**src/rtl/conv_frame_sequencer.sv**
```systemverilog
`default_nettype none
// ============================================================================
// Module   : conv_frame_sequencer
// Brief    : Frame controller for an RGB 3x3 conv layer: weight-load strobe,
//            gated pixel stream, drain wait with timeout. Optional
//            CONV_SEQ_PERF_EN adds a cycle_cnt performance counter.
// Revision : 1.0 - initial release
// ============================================================================
module conv_frame_sequencer #(
    parameter int DATA_WIDTH    = 8,
    parameter int IMG_W         = 28,
    parameter int IMG_H         = 28,
    parameter int WLOAD_CYCLES  = 9,
    parameter int DRAIN_TIMEOUT = 64
) (
    input  logic                      clk,
    input  logic                      rst,
    input  logic                      start,
    input  logic                      abort,
    input  logic                      src_valid,
    output logic                      src_ready,
    input  logic [DATA_WIDTH-1:0]     src_r,
    input  logic [DATA_WIDTH-1:0]     src_g,
    input  logic [DATA_WIDTH-1:0]     src_b,
    output logic                      load_weight,
    output logic [DATA_WIDTH-1:0]     pixel_in_r,
    output logic [DATA_WIDTH-1:0]     pixel_in_g,
    output logic [DATA_WIDTH-1:0]     pixel_in_b,
    output logic                      pixel_valid,
    input  logic                      win_done,
    output logic                      busy,
    output logic                      frame_done,
    output logic                      timeout_err,
    output logic [$clog2(IMG_H)-1:0]  row,
    output logic [$clog2(IMG_W)-1:0]  col
`ifdef CONV_SEQ_PERF_EN
    ,
    output logic [31:0]               cycle_cnt
`endif
);

    localparam int c_ROW_W  = $clog2(IMG_H);
    localparam int c_COL_W  = $clog2(IMG_W);
    localparam int c_WCNT_W = $clog2(WLOAD_CYCLES + 1);
    localparam int c_DCNT_W = $clog2(DRAIN_TIMEOUT + 1);

    localparam logic [c_ROW_W-1:0]  c_ROW_LAST  = c_ROW_W'(IMG_H - 1);
    localparam logic [c_COL_W-1:0]  c_COL_LAST  = c_COL_W'(IMG_W - 1);
    localparam logic [c_WCNT_W-1:0] c_WCNT_LAST = c_WCNT_W'(WLOAD_CYCLES - 1);
    localparam logic [c_DCNT_W-1:0] c_DCNT_LAST = c_DCNT_W'(DRAIN_TIMEOUT - 1);

    localparam logic [2:0] c_IDLE   = 3'd0;
    localparam logic [2:0] c_LOAD_W = 3'd1;
    localparam logic [2:0] c_STREAM = 3'd2;
    localparam logic [2:0] c_DRAIN  = 3'd3;
    localparam logic [2:0] c_DONE   = 3'd4;

    logic [2:0]            r_state;
    logic [c_WCNT_W-1:0]   r_wcnt;
    logic [c_DCNT_W-1:0]   r_dcnt;
    logic [c_ROW_W-1:0]    r_row;
    logic [c_COL_W-1:0]    r_col;
    logic                  r_src_ready;
    logic                  r_load_weight;
    logic [DATA_WIDTH-1:0] r_pix_r;
    logic [DATA_WIDTH-1:0] r_pix_g;
    logic [DATA_WIDTH-1:0] r_pix_b;
    logic                  r_pixel_valid;
    logic                  r_busy;
    logic                  r_frame_done;
    logic                  r_timeout_err;
    logic                  w_hs;

    assign w_hs = src_valid & r_src_ready;

    always_ff @(posedge clk) begin
        if (rst || abort) begin
            r_state       <= c_IDLE;
            r_wcnt        <= '0;
            r_dcnt        <= '0;
            r_row         <= '0;
            r_col         <= '0;
            r_src_ready   <= 1'b0;
            r_load_weight <= 1'b0;
            r_pix_r       <= '0;
            r_pix_g       <= '0;
            r_pix_b       <= '0;
            r_pixel_valid <= 1'b0;
            r_busy        <= 1'b0;
            r_frame_done  <= 1'b0;
            // The error flag survives abort so software can still inspect it
            if (rst) r_timeout_err <= 1'b0;
        end else begin
            r_frame_done  <= 1'b0;
            r_pixel_valid <= 1'b0;
            case (r_state)
                c_IDLE: begin
                    if (start) begin
                        r_state       <= c_LOAD_W;
                        r_load_weight <= 1'b1;
                        r_busy        <= 1'b1;
                        r_wcnt        <= '0;
                        r_timeout_err <= 1'b0;
                    end
                end
                c_LOAD_W: begin
                    if (r_wcnt == c_WCNT_LAST) begin
                        r_state       <= c_STREAM;
                        r_load_weight <= 1'b0;
                        r_src_ready   <= 1'b1;
                    end else begin
                        r_wcnt <= r_wcnt + 1'b1;
                    end
                end
                c_STREAM: begin
                    if (w_hs) begin
                        r_pix_r       <= src_r;
                        r_pix_g       <= src_g;
                        r_pix_b       <= src_b;
                        r_pixel_valid <= 1'b1;
                        if (r_col == c_COL_LAST) begin
                            r_col <= '0;
                            if (r_row == c_ROW_LAST) begin
                                r_row       <= '0;
                                r_state     <= c_DRAIN;
                                r_src_ready <= 1'b0;
                                r_dcnt      <= '0;
                            end else begin
                                r_row <= r_row + 1'b1;
                            end
                        end else begin
                            r_col <= r_col + 1'b1;
                        end
                    end
                end
                c_DRAIN: begin
                    // win_done is checked first so a same-cycle timeout is not an error
                    if (win_done) begin
                        r_state      <= c_DONE;
                        r_frame_done <= 1'b1;
                    end else if (r_dcnt == c_DCNT_LAST) begin
                        r_state       <= c_DONE;
                        r_frame_done  <= 1'b1;
                        r_timeout_err <= 1'b1;
                    end else begin
                        r_dcnt <= r_dcnt + 1'b1;
                    end
                end
                c_DONE: begin
                    r_state <= c_IDLE;
                    r_busy  <= 1'b0;
                end
                default: begin
                    r_state <= c_IDLE;
                    r_busy  <= 1'b0;
                end
            endcase
        end
    end

    assign src_ready   = r_src_ready;
    assign load_weight = r_load_weight;
    assign pixel_in_r  = r_pix_r;
    assign pixel_in_g  = r_pix_g;
    assign pixel_in_b  = r_pix_b;
    assign pixel_valid = r_pixel_valid;
    assign busy        = r_busy;
    assign frame_done  = r_frame_done;
    assign timeout_err = r_timeout_err;
    assign row         = r_row;
    assign col         = r_col;

`ifdef CONV_SEQ_PERF_EN
    logic [31:0] r_cycle_cnt;

    always_ff @(posedge clk) begin
        if (rst || abort) begin
            r_cycle_cnt <= '0;
        end else if (r_state == c_IDLE && start) begin
            r_cycle_cnt <= '0;
        end else if (r_state == c_LOAD_W || r_state == c_STREAM || r_state == c_DRAIN) begin
            r_cycle_cnt <= r_cycle_cnt + 32'd1;
        end
    end

    assign cycle_cnt = r_cycle_cnt;
`endif

endmodule
`default_nettype wire

```
**config.mk**
```make
export PLATFORM = sky130hd
export DESIGN_NAME = conv_frame_sequencer
export DESIGN_NICKNAME = d
export VERILOG_FILES = /design/src/rtl/conv_frame_sequencer.sv
export SDC_FILE = /design/constraint.sdc
export NUM_CORES = 1
export LEC_CHECK = 0
export CORE_MARGIN = 4
export CORE_UTILIZATION = 51
export CTS_CLUSTER_SIZE = 10
export DETAILED_ROUTE_END_ITERATION = 8
export PLACE_DENSITY = 0.93
export SYNTH_ARGS = -nofsm -noshare
export SYNTH_HDL_FRONTEND = slang
export SYNTH_SLANG_ARGS = --single-unit
```
**constraint.sdc**
```tcl
create_clock -name clk -period 3.4 [get_ports clk]
set_input_delay 0.68 -clock clk [delete_from_list [all_inputs] [get_ports clk]]
set_output_delay 0.68 -clock clk [all_outputs]
set_load 0.01 [all_outputs]
```
After elaboration in Yosys (flattened, before gate mapping)
Index checks and enable logic that the tools add are counted.
{"block": "op_classes", "n_addsub": 4, "eq_ne": 20, "n_mux": 37, "bitwise": 4, "reduce_logical": 18}
{"cell": "two-way mux 7 bit", "n": 5}
{"cell": "two-way mux 3 bit", "n": 7}
{"cell": "inequality test 2 bit (second input constant)", "n": 9}
{"cell": "two-way mux 1 bit", "n": 14}
{"cell": "one-hot mux 7 bit (2 select lines)", "n": 1}
{"cell": "inequality test 3 bit (second input constant)", "n": 4}
{"cell": "one-hot mux 3 bit (4 select lines)", "n": 1}
{"cell": "AND reduction 6 bit", "n": 2}
{"cell": "adder 5 x 1 -> 5 bit (second input constant)", "n": 2}
{"cell": "== test 5 bit (second input constant)", "n": 2}
{"cell": "two-way mux 5 bit", "n": 2}
{"cell": "AND reduction 5 bit", "n": 2}
{"cell": "AND reduction 3 bit", "n": 3}
{"cell": "two-way mux 4 bit", "n": 2}
{"cell": "one-hot mux 1 bit (2 select lines)", "n": 4}
{"cell": "one-hot mux 4 bit (2 select lines)", "n": 1}
{"cell": "adder 7 x 1 -> 7 bit (second input constant)", "n": 1}
{"cell": "== test 7 x 6 -> 1 bit (second input constant)", "n": 1}
{"cell": "== test 3 x 2 -> 1 bit (second input constant)", "n": 2}
{"cell": "nonzero test 2 bit", "n": 3}
{"cell": "adder 4 x 1 -> 4 bit (second input constant)", "n": 1}
{"cell": "== test 4 bit (second input constant)", "n": 1}
{"cell": "AND reduction 2 bit", "n": 2}
{"cell": "OR reduction 2 bit", "n": 2}
{"cell": "7 further kinds", "n": 9}
{"block": "word_totals", "register_bits": 54, "in_bits": 30, "output_inout_bits": 40, "elab_cells": 97}

Logic depth before layout (Yosys ltp)
{"block": "logic_depth", "depth_word": 5, "depth_mapped": 6, "ltp_nobuf": 6}

Least setup slack after synthesis
No wires, ideal clock.
{"block": "synth_path", "path_kind": "in2reg", "startpoint": "input src_valid", "endpoint": "register r_state[0]", "setup_ns": 0.074, "arrival_time_ns": 1.670, "required_time_ns": 3.326, "setup_slack_ns": 1.656, "cell_stages": 5, "path_buffers": 1, "path_cell_list": "and2_1 -> clkbuf_1 -> a41oi_1 -> or3_2 -> a31oi_1"}
{"block": "synth_between", "elab_chain_len": 3}
{"item": "start: declaration", "line": "20", "rtl": "input logic src_valid,"}
{"item": "AND 1 bit", "line": "74", "rtl": "assign w_hs = src_valid & r_src_ready;"}
{"item": "inequality test 2 bit (no source line)"}
{"item": "AND reduction 6 bit (no source line)"}
{"item": "end signal: assignment", "line": "78", "rtl": "r_state <= c_IDLE;"}
{"item": "end signal: assignment", "line": "99", "rtl": "r_state <= c_LOAD_W;"}
{"item": "end signal: assignment", "line": "108", "rtl": "r_state <= c_STREAM;"}
{"item": "end: declaration", "line": "58", "rtl": "logic [2:0] r_state;"}
Every way passes these cells.
A chain may end at the register's enable or synchronous reset.

Worst setup path after layout
{"block": "layout_path", "startpoint": "input src_valid", "endpoint": "register r_pix_b[1] (netlist: pixel_in_b[1])"}
{"block": "layout_between", "elab_chain_len": 2}
{"item": "AND 1 bit", "line": "74"}
{"item": "AND reduction 2 bit (no source line)"}
{"item": "end signal: assignment", "line": "119", "rtl": "r_pix_b <= src_b;"}
{"item": "end: declaration", "line": "67", "rtl": "logic [DATA_WIDTH-1:0] r_pix_b;"}
Every way passes these cells.

==> impl_results.md <==
* Outcome: complete, no violations
* PwrDens at 356.9 nW/um2
* Post-synth top area cell: dfxtp_1
* Leak pwr at 0.001104 uW
* CTS Sinks at 54
* RSZ-0062 raised after global routing: no
* DRT Wirelength at between 6 and 7 mm
* TNS Setup at 0 ns
* Crit path required time at 3.59 ns
* Sw Share at a little over a fifth
* Final Critical Period at 2.211 ns
* Detailed router's first-iteration violation count at 101
* CTS clk-pin slew, worst paths at about 0.1 ns
* Num CTS Buffers at 5
* GRT Residual Overflow at 0
* GRT Total Usage at between 20% and 30%
* Clk root buf: clkbuf_8
* Post-synth ARST share at 0%
* Number of unique standard cell types used by synthesis at 53
* Syn-to-layout area delta at 33.47%
* Crit path kind: in -> reg
* Dpl cell area at 3092 um2
* CTS Hold Bufs at 0
* Final std cell area, no fill at 3208 um2
* Max_slew headroom at 41.26%
* Post-synth top area share at about 44%
* Peak VDD IR at approximately 0.00022 V
* FF+latch count, synth at 54
* Wire per inst at 15.20 um
* Top FF cell, synth: dfxtp_1
* Die Y at 76.65 um
* Placer congestion estimate at approximately 0.83
* Vias per inst at 5.667
* CP Launch Point: src_valid
* Synth top area cells: dfxtp_1 44%, nand2_1 10%, a21oi_1 6.7%, nor2_1 3.0%, ha_1 2.6%
* Period Utilization, post-route at approximately two thirds
* Max Fanout on Critical Path at 27
* P_sw at approximately 250 uW
* Startpoint types: primary input
* Vias in the first global route at 2229
* Syn Nets at 318
* Worst r2r src: r_state[1]$_SDFFE_PP0P_
* Max Cap Viol at 0
* I/O pin count at 70
* Most common cell in the netlist: nand2_1
* Power, Total at 1145 uW
* Worst Setup End Kind: flop
* Max Root-Sink Buffers at 2
* Cells after Synth at ~280
* Post-Place Cells at 391
* Port buffer count at 69
* Die Width at roughly 77 um
* Clock share of power at 38.7%
* Sequential area share after synthesis at around 45%
* Worst Hold Class: reg -> reg
* Residual DRC at 0
* YS warnings at 0
* Post-synth EDFFs at 1
* Final ANT Viol Nets at 0
* Layout cells sized above 1 at under 10%
* Post-CTS Setup Inserts at 0
* First-pass GRT wire length at 10.09 mm
* Core Box Area at 4444 um2
* Ant. Diodes at 0
* CP arrival at 2.40 ns
* Synthesized cell area at 2404 um2
* Later-pin clock latency in the skew report at between 0.3 and 0.4 ns
* H-tree levels at 2
* Max Freq at about 0.45 GHz
* Initial antenna violation count at 0
* Die Footprint at 5875 um2
* Hold_ws at 0.4607 ns
* Fin Clk Skew at 0.01207 ns
* NumNets Final at 381
* CTS tree: built
* Initial Util at 54.08%
* Register share of total power at 55.8%
* Post-synth top cells: 67 x nand2_1, 53 x dfxtp_1, 32 x a21oi_1, 19 x nor2_1, 9 x nand3_1
* Setup Viol. Count Final at 0
* Slew @ Worst Pin at slightly below 0.9 ns
* Origin of the worst min-delay path: busy$_SDFFE_PP0P_
* Finished Layout Cells at 399
* DR pass1 iterations at 4
* CTS resizes at 0
* Largest net degree at the start of global routing at 29
* Final slew viol count at 0
* Final Hold Viols at 0
* Int Pwr at around 900 uW
* Logic gate share of total power at 5.5%
* Routed vias at 2261
* Syn avg cell area at 8.493 um2
* HPWL after DPL at 4.322 mm
* Rows at 24
## layer usage
| metal | up-vias | share of wire, % | GRT usage, % |
|---|---|---|---|
| li1 | 1108 | - | - |
| met1 | 1051 | 41 | 23.32 |
| met2 | 78 | 51 | 36.82 |
| met3 | 24 | 4.2 | 4.567 |
| met4 | 0 | 4.3 | 12.32 |
| met5 | - | 0 | 0 |
## power by group through the flow
stage,logic (uW),registers [uW],clock network [uW]
6_report,62.9,639,443
2_1_floorplan,20.5,654,0
3_3_place_gp,61.8,654,0
3_5_place_dp,62.4,654,0
5_1_grt,67.1,640,479
4_1_cts,63.0,639,455
## path summary, 6_finish.rpt
check	endpoint	slack [ns]	cells after the start
hold reg to reg	busy$_SDFFE_PP0P_	0.46	2
hold / removal	busy$_SDFFE_PP0P_	0.46	2
setup / recovery	pixel_in_b[1]$_SDFFE_PP0P_	1.19	5
setup reg to reg	pixel_in_b[1]$_SDFFE_PP0P_	1.43	4
## worst max-delay path, cell delays in order
cell and delay, ns:
clkdlybuf4s50_1 0.48, and2_1 0.27, nand2_1 0.57, nand2_1 0.29, a21oi_1 0.11
## stage by stage
stage	setup WS (ns)	utilization, %
after global routing	1.106	72.18
after CTS	1.262	72.18
final	1.189	72.18
after floorplan	1.656	-
after detailed placement	0.9404	69.57
after global placement	0.9470	69.57
## cells by family (layout without fill, tap and decap cells)
logic type	count (synthesis)	count (layout)	synth area share, %
AOI/OAI and AO/OA	59	59	15.15
xor gates and xnor gates	4	4	1.457
adders and majority gates	5	5	2.603
buffers and inverters	21	85	4.217
DFF	54	54	45.39
muxes	2	2	0.8329
and+or+nand+nor	138	138	30.35
## state kept, by name, summed over array words and instances, names as in the netlist
signal and flops:
busy 1, col 5, frame_done 1, load_weight 1, pixel_in_b 8, pixel_in_g 8
pixel_in_r 8, pixel_valid 1, r_dcnt 7, r_state 3, r_wcnt 4, row 5
src_ready 1, timeout_err 1
## cells in the final DEF, fill, tap and decap left out, types with 2 or more instances in the layout
cell / count
ha_1: 5
nand2_1: 67
mux2i_1: 2
or3_1: 3
a31oi_1: 6
clkbuf_8: 5
nand3b_1: 2
and2_1: 2
and2_2: 2
or4_1: 2
a21oi_1: 32
clkdlybuf4s50_1: 69
dfxtp_1: 53
xnor2_1: 4
inv_1: 7
nand2b_1: 3
nand4_1: 4
and4b_1: 2
nor3_1: 3
o21ai_0: 6
a21o_1: 2
a41oi_1: 2
and3b_2: 2
nor4_1: 2
nand3_1: 9
nor2_1: 19
or2_2: 2
nand4b_1: 4
## layout make-up
class	count	area, um2
well taps	52	65.06
clock inverters	3	47.55
fillers	330	1236
clock buffers	5	68.82
multi-input cells	208	1211
repair buffers	70	698.2
flip-flops and latches	54	1091
inverters	7	26.28
Note: power is estimated with default switching activity, not from simulation.
